$ cat src/rtl/instr_sequencer.sv
// instr_sequencer: loads a 32-element job, runs the array, then streams 16 results out
module instr_sequencer #(
    parameter int DATA_WIDTH = 8,
    parameter int RUN_CYCLES = 10
) (
    input  logic                  clk,
    input  logic                  rst_n,
    input  logic                  go,
    input  logic [DATA_WIDTH-1:0] in_data,
    input  logic                  in_valid,
    output logic                  in_ready,
    output logic [15:0]           instruction,
    input  logic [DATA_WIDTH-1:0] result_in,
    output logic [DATA_WIDTH-1:0] res_data,
    output logic                  res_valid,
    input  logic                  res_ready,
    output logic                  busy,
    output logic                  done
);
    typedef enum logic [2:0] {IDLE, LOAD, RUN, STOP, ST_ADDR, ST_WAIT, DONE} state_t;
    localparam logic [15:0] W_STOP  = 16'h4000;
    localparam logic [15:0] W_START = 16'h0000;
    state_t                  state_q;
    logic [4:0]              idx_q;
    logic [3:0]              cnt_q;
    logic [3:0]              sidx_q;
    logic [3:0]              sidx_d;
    logic [15:0]             instr_q;
    logic [DATA_WIDTH-1:0]   res_data_q;
    logic                    res_valid_q;
    logic [7:0]              imm;
    logic [15:0]             load_w;
    assign sidx_d      = sidx_q + 4'd1;
    assign imm         = 8'(in_data);
    assign load_w      = {2'b10, idx_q[4], 1'b0, idx_q[3:0], imm};
    assign in_ready    = state_q == LOAD;
    assign busy        = state_q != IDLE;
    assign done        = state_q == DONE;
    assign instruction = instr_q;
    assign res_data    = res_data_q;
    assign res_valid   = res_valid_q;
    // STORE word addressing row/col sidx[3:2]/sidx[1:0] of matrix A
    function automatic logic [15:0] store_word(input logic [3:0] s);
        return {4'b1100, s, 8'h00};
    endfunction
    // sequencer FSM; instruction is loaded on each edge with the word for the coming cycle
    always_ff @(posedge clk or negedge rst_n) begin
        if (!rst_n) begin
            state_q     <= IDLE;
            idx_q       <= '0;
            cnt_q       <= '0;
            sidx_q      <= '0;
            instr_q     <= W_STOP;
            res_data_q  <= '0;
            res_valid_q <= 1'b0;
        end else begin
            case (state_q)
                IDLE: begin
                    instr_q <= W_STOP;
                    if (go) begin
                        state_q <= LOAD;
                        idx_q   <= '0;
                        cnt_q   <= '0;
                        sidx_q  <= '0;
                    end
                end
                LOAD: begin
                    if (in_valid) begin
                        instr_q <= load_w;
                        if (idx_q == 5'd31) state_q <= RUN;
                        else idx_q <= idx_q + 5'd1;
                    end else begin
                        instr_q <= W_STOP;
                    end
                end
                RUN: begin
                    if (cnt_q == 4'(RUN_CYCLES)) begin
                        state_q <= STOP;
                        instr_q <= W_STOP;
                    end else begin
                        instr_q <= W_START;
                        cnt_q   <= cnt_q + 4'd1;
                    end
                end
                STOP: begin
                    state_q <= ST_ADDR;
                    instr_q <= store_word(sidx_q);
                end
                ST_ADDR: begin
                    res_data_q  <= result_in;
                    res_valid_q <= 1'b1;
                    state_q     <= ST_WAIT;
                end
                ST_WAIT: begin
                    if (res_ready) begin
                        res_valid_q <= 1'b0;
                        if (sidx_q == 4'd15) begin
                            state_q <= DONE;
                            instr_q <= W_STOP;
                        end else begin
                            sidx_q  <= sidx_d;
                            state_q <= ST_ADDR;
                            instr_q <= store_word(sidx_d);
                        end
                    end
                end
                DONE: begin
                    instr_q <= W_STOP;
                    state_q <= IDLE;
                end
                default: state_q <= IDLE;
            endcase
        end
    end
endmodule

$ cat config.mk
export PLATFORM = sky130hd
export DESIGN_NAME = instr_sequencer
export DESIGN_NICKNAME = d
export VERILOG_FILES = /design/src/rtl/instr_sequencer.sv
export SDC_FILE = /design/constraint.sdc
export NUM_CORES = 1
export LEC_CHECK = 0
export CAP_MARGIN = 10
export CORE_ASPECT_RATIO = 1.25
export CORE_MARGIN = 2
export CORE_UTILIZATION = 35
export CTS_BUF_LIST = sky130_fd_sc_hd__clkbuf_4
export DETAILED_ROUTE_END_ITERATION = 8
export DONT_BUFFER_PORTS = 1
export SLEW_MARGIN = 20
export SYNTH_ARGS = -nofsm -noshare
export SYNTH_HDL_FRONTEND = slang
export SYNTH_SLANG_ARGS = --single-unit
$ cat constraint.sdc
create_clock -name clk -period 1.7 [get_ports clk]
set_input_delay 0.17 -clock clk [delete_from_list [all_inputs] [get_ports clk]]
set_output_delay 0.17 -clock clk [all_outputs]
set_load 0.03 [all_outputs]
# Yosys cells after proc, flatten, opt, wreduce, memory -nomap -nowiden
# Index checks and enable logic that the tools add are counted.
[op_classes] n_addsub=3 n_eq_ne=17 n_mux=24 n_reduce_logical=14
[ops] op="16-bit case mux with 5 select lines" n=1
[ops] op="16-bit two-way mux" n=3
[ops] op="3-bit case mux with 6 select lines" n=1
[ops] op="4-bit two-way mux" n=4
[ops] op="4-bit case mux with 2 select lines" n=2
[ops] op="15-bit two-way mux" n=1
[ops] op="3-bit two-way mux" n=5
[ops] op="5-bit two-way mux" n=3
[ops] op="2-bit != test, second input constant" n=7
[ops] op="5-bit case mux with 2 select lines" n=1
[ops] op="3-bit == test, second input constant" n=3
[ops] op="4-bit by 1-bit adder with 4-bit output, second input constant" n=2
[ops] op="4-bit == test, second input constant" n=2
[ops] op="4-bit AND reduction" n=2
[ops] op="2-bit nonzero test" n=4
[ops] op="3-bit by 2-bit == test with 1-bit output, second input constant" n=2
[ops] op="5-bit by 1-bit adder with 5-bit output, second input constant" n=1
[ops] op="5-bit == test, second input constant" n=1
[ops] op="5-bit AND reduction" n=1
[ops] op="5-bit nonzero test" n=1
[ops] op="2-bit AND reduction" n=2
[ops] op="3-bit by 1-bit == test with 1-bit output, second input constant" n=1
[ops] op="3-bit zero test" n=1
[ops] op="3-bit AND reduction" n=1
[ops] op="6 further kinds" n=6
[totals] register_bits=41 in_bits=21 out_inout_bits=28 elab_cells=65

# Longest topological paths before layout
# Gate-level depths: netlist (run 1).
[depth] word_depth=4 ltp_mapped=7 mapped_depth_nobuf=7

# Worst setup path before layout (run 1)
# No wires, ideal clock.
[synth_path] path_kind="register to register" start="register idx_q[0]" end="register idx_q[3]" arrival_time_ns=1.664 required_ns=1.581 setup_slack_ns=-0.083 stages_incl_launch_ff=8 n_path_buf=0 period_less_slack_ns=1.783 cell_sequence="dfrtp_1 > ha_1 > and3_1 > ha_1 > and3b_1 > o21ai_1 > o21a_1 > o21a_1"
[synth_between] elab_chain_cells=4
[synth_lines] item="from (decl)" line="24" text="logic [4:0] idx_q;"
[synth_lines] item="from (signal assigned)" line="71" text="else idx_q <= idx_q + 5'd1;"
[synth_lines] item="5-bit by 1-bit adder with 5-bit output" line="71"
[synth_lines] item="5-bit two-way mux" line="70" text="if (idx_q == 5'd31) state_q <= RUN;"
[synth_lines] item="5-bit two-way mux" line="68" text="if (in_valid) begin"
[synth_lines] item="5-bit case mux with 2 select lines" line="57" text="case (state_q)"
# Several ways; a longest one is shown, not always the timed one. The select of a mux whose other input is x is not followed.
# A chain may end at the register's enable or synchronous reset.

# Worst setup path after layout (run 1)
[layout_path] start="register idx_q[1]" end="register idx_q[3]"
# The elaborated chain is that of the path after synthesis.

==> reports/qor.yml, run 1 <==
status:
  status: "finished, final reports clean"
timing:
  setup-tns-final_ns: 0
  finalHoldViolations: 0
  hold_slack_ns: 0.0196
  final.setup.worst_slack_ns: 0.0138
  rsz0062_at_grt: "yes"
  timing.final.crit_share_pct: 99.2
  setup_viol: 0
  drv_slew: 0
  clock-skew-final_ns: 0.00864
  fin_crit_ns: 1.69
  fmaxAchievable_ghz: 0.593
worst_hold_path:
  hold_start: "go"
  whs_path_depth: 2
  hp-class: "input pin to flop"
  hold-path-endpoint: "idx_q[3]"
critical_path:
  reg2reg_from: "idx_q[1]"
  cp.arrival_ns: 1.93
  cp_cell_sequence: "ha_2 -> and3_4 -> ha_4 -> and3b_2 -> o21ai_4 -> o21a_1 -> o21a_1"
  reg2reg_to: "idx_q[3]"
  crit_path_frequent_cell: "o21a_1"
  path_max_fanout: 5
  critPathTopFamily: "simple AND/OR/NAND/NOR gates"
  reg2reg_slack_ns: 0.01
  critPathCaptureType: "flop"
  max_stage_delay_ns: 0.40
  slowest_stage: "dfrtp_1"
  crit_type: "flop to flop"
  cp-start-kind: "flop"
  crit_buf_inv: 0
  reg2reg_depth: 7
  critPathRequiredTime_ns: 1.95
global_routing:
  grt_usage_pct: 15.0
  grt_pass1_vias: 1606
  antenna_found_initial: 0
  grt_start_max_net_pins: 41
  grt_pass1_wl_um: 7450
  grt-ovfl-total: 0
floorplan:
  num_rows: 30
  ios: 49
  die_w_um: 71.8
  die_area_um2: 6380
  die_h_um: 88.8
  start_util_pct: 36.7
  coreArea_um2: 5480
drt:
  first_iter_violations: 46
  vias: 1534
  routedWlPerCell_um: 15.3
  ant_nets: 0
  routed_wl_um: 4450
  drt_pass1_iterations: 4
  via_per_inst: 5.27
  route.detailed.drc: 0
clocking:
  clkTransAtPathRegs_ns: 0.11
  clock_latency_ns: 0.35
  cts_tree: "built"
  cts_root_buffer: "clkbuf_4"
  cts_buffer_depth: 2
  htree_levels: 2
  cts_made_buffers: 5
  cts.sinks: 40
finish:
  diodes: 0
  fillers: 519
  fin_cells: 291
  layout.nets: 252
  multi_input_area_um2: 977
  area_growth_pct: 25.0
  seq_area_um2: 1000
  drive_gt1_share_pct: 21.6
  postLayoutCellArea_um2: 2520
placed_design:
  place_area_um2: 2190
  pre_cts_slack_ns: -0.0185
  placed_cells: 263
  dp_hpwl_um: 2930
  portBuffers: 0
  gp_congestion: 0.765
synth:
  yosysUniqueCellTypes: 46
  ys_seq_elements: 40
  async_reset_ff_share_pct: 100
  synth_area_um2: 2010
  synth_top_area_share_pct: 48.5
  synth_edf_count: 0
  ys_warn_count: 0
  syn-mean-instance-area_um2: 10.7
  ys.flop_type: "dfrtp_1"
  synth_top_area_cell: "dfrtp_1"
  synthTopCellsByCount: "dfrtp_1, nand2_1, a22o_1"
  ys_seq_area_share_pct: 49.8
  synth_fp_nets: 215
  synth.area.top_cells: "dfrtp_1, a22o_1, mux2_1, nand2_1, ha_1"
  synthCells: 189
  yosysMostFrequentCell: "dfrtp_1"
power_and_ir_drop:
  switchingPower_uw: 2060
  power_frac_comb_pct: 42.6
  p_per_area_nw_per_um2: 1810
  seq_power_share_pct: 43.7
  total_leakage_power_uw: 0.00113
  clockPowerShare_pct: 13.7
  netSwitchingFraction_pct: 45.1
  p_int_uw: 2500
  vdd_ir_drop_max_uv: 800
job:
  maxCapViolCount: 0
## worst register-to-register path, cell delays in order, from the launching register on
cell     delay (ns)
dfrtp_1        0.40
ha_2           0.19
and3_4         0.18
ha_4           0.15
and3b_2        0.26
o21ai_4        0.07
o21a_1         0.18
o21a_1         0.16
## worst max path at each step
stage,from,end,slack (ns),depth (start not counted)
finish,idx_q[1],idx_q[3],0.01,7
global route,idx_q[1],idx_q[3],-0.04,7
CTS,state_q[1],in_ready,0.0005,3
detailed placement,idx_q[1],idx_q[3],-0.02,7
global placement,idx_q[1],idx_q[3],0.004,7
floorplan,idx_q[0],idx_q[3],0.004,7
## registers in the layout (all words and copies together) (netlist names)
| name | flops |
|---|---|
| sidx_q | 4 |
| instruction | 15 |
| idx_q | 5 |
| state_q | 3 |
| res_valid | 1 |
| cnt_q | 4 |
| res_data | 8 |
## cell usage in the layout, fill, tap and decap left out, types with 2 or more instances in the layout
cell / instances
xor2_1: 4
nand3_1: 10
nor3b_2: 2
o21ai_1: 7
mux2i_1: 2
dlygate4sd3_1: 17
o22ai_1: 2
inv_1: 5
nand4_1: 2
nor2b_1: 5
a31oi_1: 2
o21a_1: 3
a21oi_1: 3
dfrtp_2: 2
nor2_1: 10
nand2b_1: 4
mux2_1: 8
buf_4: 18
a22oi_1: 2
ha_1: 3
nand3b_1: 3
buf_12: 2
nor3_1: 2
clkbuf_4: 5
a22o_1: 12
o21ai_0: 5
nand2_1: 19
dfrtp_1: 37
nand2_2: 2
## per-stage QoR
step | total power (uW) | utilization [%]
3_3_place_gp | 3820 | 40.0
2_1_floorplan | 3320 | -
6_report | 4560 | 45.9
3_5_place_dp | 3850 | 40.0
5_1_grt | 4920 | 45.9
4_1_cts | 4580 | 45.6
## power by group through the flow
stage | clock (uW) | sequential [uW] | combinational, uW
global placement | 0 | 2000 | 1820
CTS | 647 | 1990 | 1940
detailed placement | 0 | 2010 | 1840
global route | 682 | 2050 | 2190
floorplan | 0 | 1930 | 1390
finish | 624 | 1990 | 1940
## layer usage
metal / global-route usage (%) / share of wire, %
met1: 17.0 / 42
met2: 27.8 / 51
met3: 3.99 / 5.9
met4: 4.12 / 1.3
met5: 0 / 0
## repair_timing
action	in CTS	in global routing
endpoints found under the hold margin	56	0
setup endpoints to repair	2	15
pin swaps	4	4
hold buffers	18	0
gates resized for setup	5	5
setup buffers	1	1
## cell families (layout without fill, tap and decap cells)
group                    Yosys count  after routing  synth area share [%]
AND/OR/NAND/NOR                   69             69                  18.6
AO/OA/AOI/OAI                     45             45                  16.4
flip-flops                        40             40                  49.8
buffers and inverters             13             51                  3.73
multiplexers                      11             11                  6.03
adder cells (fa/ha/maj)            5              5                  3.11
XOR/XNOR                           5              5                  2.18
other                              1              1                 0.186
## final cells by class
type                    count  area share, %
inverters                   5          0.746
multi-input cells         136           38.8
flip-flops and latches     40           39.9
well taps                  64           3.18
clock buffers               5           1.49
repair buffers             38           14.2
clock inverters             3           1.69
(Power assumes the default switching activity.)
==> inputs of run 2 (changes only) <==
--- a/constraint.sdc
+++ b/constraint.sdc
@@ -3,2 +3,2 @@
 set_output_delay 0.17 -clock clk [all_outputs]
-set_load 0.03 [all_outputs]
+set_load 0.1 [all_outputs]
==> run 2 against run 1 <==
Net effect:
- register-to-register slack is essentially flat
- sequential share of layout area shrank 4.4 points
- routed wire length grew 4.7%
- via count grew 8.6%
- final area grew 13%
- setup slack gained 0.0075 ns
- final cell count grew 12%
- largest cell class unchanged
- highest routed layer unchanged
==> reports/qor.yml, run 2 (synthesized netlist as in run 1, its figures left out) <==
status:
  status: "finished, final reports clean"
placed_design:
  pre_cts_slack_ns: -0.0226
  portBuffers: 0
  placed_cells: 290
  gp_congestion: 0.829
  dp_hpwl_um: 3220
global_routing:
  grt_start_max_net_pins: 41
  grt-ovfl-total: 0
  grt_usage_pct: 15.8
  grt_pass1_vias: 1663
  grt_pass1_wl_um: 7800
  antenna_found_initial: 0
critical_path:
  crit_type: "flop to flop"
  path_depth: 7
  critPathRequiredTime_ns: 1.95
  reg2reg_slack_ns: 0.02
  reg2reg_to: "idx_q[3]"
  reg2reg_depth: 7
  cp-start-kind: "flop"
  path_max_fanout: 5
  cp_cell_sequence: "ha_2 -> and3_4 -> ha_4 -> and3b_2 -> o21ai_4 -> o21a_1 -> o21a_1"
  crit_path_frequent_cell: "o21a_1"
  max_stage_delay_ns: 0.40
  reg2reg_from: "idx_q[1]"
  critPathTopFamily: "compound AO/OA/AOI/OAI gates"
  critPathCaptureType: "flop"
  slowest_stage: "dfrtp_1"
  crit_buf_inv: 0
  cp.arrival_ns: 1.93
clocking:
  clkTransAtPathRegs_ns: 0.12
  cts_tree: "built"
  htree_levels: 2
  cts.sinks: 40
  cts_made_buffers: 5
  cts_buffer_depth: 2
  cts_root_buffer: "clkbuf_4"
  clock_latency_ns: 0.35
finish:
  diodes: 0
  largest_register_ffs: 15
  area_growth_pct: 40.9
  mostFrequentLayoutCells: "buf_4, dfrtp_1, nand2_1"
  fin_cells: 326
  final_common_cell: "buf_4"
  layout.nets: 287
  drive_gt1_share_pct: 33.6
drt:
  route.detailed.drc: 0
  drt_pass1_iterations: 4
  ant_nets: 0
  routed_wl_um: 4660
  routedWlPerCell_um: 14.3
  vias: 1666
  first_iter_violations: 34
  via_per_inst: 5.11
timing:
  fin_crit_ns: 1.68
  clock-skew-final_ns: 0.00560
  rsz0062_at_grt: "yes"
  setup_viol: 0
  slew_headroom_pct: 66.0
  drv_slew: 0
  timing.final.crit_share_pct: 98.7
  finalHoldViolations: 0
  fmaxAchievable_ghz: 0.596
  final.setup.worst_slack_ns: 0.0214
  worst_pin_slew_ns: 0.510
floorplan:
  start_util_pct: 36.7
  die_w_um: 71.8
  die_area_um2: 6380
  ios: 49
  die_h_um: 88.8
  num_rows: 30
  coreArea_um2: 5480
job:
  maxCapViolCount: 0
worst_hold_path:
  hold_start: "go"
  hold-path-endpoint: "idx_q[3]"
  hp-class: "input pin to flop"
  whs_path_depth: 2
[run 2: metrics by stage]
stage	utilization (%)	instance area (um^2)	hold WS, ns	setup TNS [ns]
finish	51.8	2840	0.0264	0
global route	51.8	2840	0.0347	-0.0539
CTS	50.8	2780	0.0135	0
detailed placement	44.3	2430	-0.124	-0.0226
global placement	44.3	2430	-0.124	0
floorplan	-	2050	-0.126	-2.66
[run 2: final cells by class]
cell class              instances  area (um^2)
clock inverters                 2         35.0
clock buffers                   6         45.0
fillers                       508         2640
repair buffers                 73          648
inverters                       5         18.8
flip-flops and latches         40         1010
well taps                      64         80.1
multi-input cells             136         1000
[run 2: worst max path at each step]
| stage | slack, ns | to | from |
|---|---|---|---|
| 6_report | 0.02 | idx_q[3] | idx_q[1] |
| 3_3_place_gp | 0.01 | idx_q[3] | idx_q[1] |
| 2_1_floorplan | -0.26 | instruction[10] | state_q[0] |
| 3_5_place_dp | -0.02 | idx_q[3] | idx_q[1] |
| 4_1_cts | 0.01 | idx_q[3] | idx_q[0] |
| 5_1_grt | -0.04 | idx_q[3] | idx_q[1] |
[run 2: what timing repair did]
item,CTS,global route
pin swaps,5,5
gates cloned,0,0
hold endpoints to repair,56,0
setup endpoints to repair,4,9
setup buffers,7,4
gates resized for setup,8,9
hold buffers,18,0
[run 2: layer usage]
layer | GRT usage, % | share of wire, % | vias to the layer above
met5 | 0 | 0 | -
met4 | 5.15 | 1.4 | 0
met3 | 4.44 | 5.9 | 6
met2 | 27.7 | 51 | 36
met1 | 18.6 | 41 | 807
li1 | - | - | 817
Power of run 2 is not shown: default switching activity piles up to over one toggle a cycle in this logic, so the estimate is an artifact.
==> inputs of run 3 (changes only) <==
Settings changed: GPL_TIMING_DRIVEN from default to 0.
==> run 3 against run 2 <==
Net effect:
- the flow now finishes with violations (negative setup slack)
- final area is 4.8% lower
- critical path depth fell by 4
- sequential cell count unchanged
- critical path type is now flop to output pin
- critical endpoint is now busy
- largest cell class is now multi-input gates
- highest routed layer unchanged
==> reports/qor.yml, run 3 (synthesized netlist as in run 1, its figures left out) <==
status:
  status: "finished with violations"
  violations: "negative setup slack"
critical_path:
  crit_type: "flop to output pin"
  crit_start: "state_q[1]"
  reg2reg_from: "idx_q[0]"
  path_max_fanout: 2
  reg2reg_depth: 7
  reg2reg_slack_ns: -0.02
  reg2reg_to: "idx_q[3]"
  cp.arrival_ns: 1.64
  cp-start-kind: "flop"
  critPathCaptureType: "output pin"
  critPathRequiredTime_ns: 1.53
global_routing:
  antenna_found_initial: 0
  grt_start_max_net_pins: 41
  grt_pass1_wl_um: 7370
  grt_pass1_vias: 1543
  grt-ovfl-total: 0
  grt_usage_pct: 15.2
floorplan:
  die_area_um2: 6380
  die_h_um: 88.8
  coreArea_um2: 5480
  num_rows: 30
  die_w_um: 71.8
  ios: 49
  start_util_pct: 36.7
drt:
  via_per_inst: 5.33
  routed_wl_um: 4740
  vias: 1625
  routedWlPerCell_um: 15.6
  route.detailed.drc: 0
  ant_nets: 0
  drt_pass1_iterations: 4
  first_iter_violations: 82
timing:
  timing.final.crit_share_pct: 106
  drv_slew: 0
  rsz0062_at_grt: "yes"
  setup_viol: 3
  fmaxAchievable_ghz: 0.553
  final.setup.worst_slack_ns: -0.107
  finalHoldViolations: 0
  slew_headroom_pct: 38.6
  worst_pin_slew_ns: 0.920
  fin_crit_ns: 1.81
  clock-skew-final_ns: 0.00751
finish:
  final_common_cell: "dfrtp_1"
  largest_register_ffs: 15
  area_growth_pct: 34.1
  layout.nets: 266
  fillers: 508
  mostFrequentLayoutCells: "dfrtp_1, buf_4, nand2_1"
  diodes: 0
  drive_gt1_share_pct: 29.0
clocking:
  cts.sinks: 40
  cts_buffer_depth: 2
  cts_root_buffer: "clkbuf_4"
  cts_tree: "built"
  clock_latency_ns: 0.35
  clkTransAtPathRegs_ns: 0.11
  cts_made_buffers: 5
  htree_levels: 2
worst_hold_path:
  hp-class: "input pin to flop"
  hold-path-endpoint: "idx_q[3]"
  hold_start: "go"
  whs_path_depth: 2
job:
  maxCapViolCount: 0
placed_design:
  pre_cts_slack_ns: -0.123
  dp_hpwl_um: 3100
  portBuffers: 0
  gp_congestion: 0.839
-- run 3: cell count changes in the layout (fill, tap and decap cells not counted), sizes merged --
| cell | previous run | this run |
|---|---|---|
| clkinvlp | 0 | 1 |
| nor2 | 12 | 13 |
| inv | 5 | 4 |
| buf | 56 | 34 |
-- run 3: timing repair --
action                                  4_1_cts  5_1_grt
setup buffers                                10       13
endpoints found under the setup margin        5       20
hold endpoints to repair                     56        0
gates resized for setup                      17        8
pin swaps                                     6        7
hold buffers                                 18        0
gates cloned                                  0        1
-- run 3: metrics by stage --
stage          instance area, um^2  hold WS, ns  std cells  util (%)  setup TNS [ns]
6_report                      2700       0.0241        305      49.3          -0.142
5_1_grt                       2700       0.0147        305      49.3          -0.393
4_1_cts                       2570       0.0112        291      46.9          -0.195
3_5_place_dp                  2160       -0.124        255      39.5          -0.129
3_3_place_gp                  2130       -0.124        253      38.9           -4.76
2_1_floorplan                 2050       -0.126        189         -           -2.66
-- run 3: layer usage --
metal	GRT usage [%]	wire, um	vias to the layer above
met5	0	0	-
met4	4.63	58	0
met3	4.33	309	5
met2	27.5	2410	53
met1	17.2	1960	779
li1	-	-	788
-- run 3: layout make-up --
type                    count  area, um^2  share of cell area (%)
plain buffers               8        87.6                    3.24
inverters                   5        22.5                   0.834
clock buffers               6        45.0                    1.67
well taps                  64        80.1                    2.97
flip-flops and latches     40        1010                    37.3
clock inverters             2        35.0                    1.30
multi-input cells         137        1030                    38.0
repair buffers             43         398                    14.7
-- run 3: worst max-delay path: stages (launching register included) --
cell and delay (ns):
dfrtp_2 0.44, buf_6 0.13, nor3_4 0.25, clkinvlp_4 0.47
-- run 3: how the worst max path moves through the flow --
stage	to	cells past startpoint	slack, ns
6_report	busy	3	-0.11
2_1_floorplan	instruction[10]	6	-0.26
5_1_grt	busy	3	-0.17
4_1_cts	busy	3	-0.10
3_3_place_gp	instruction[10]	5	-0.40
3_5_place_dp	idx_q[3]	7	-0.12
Power of run 3 is left out for the same reason.
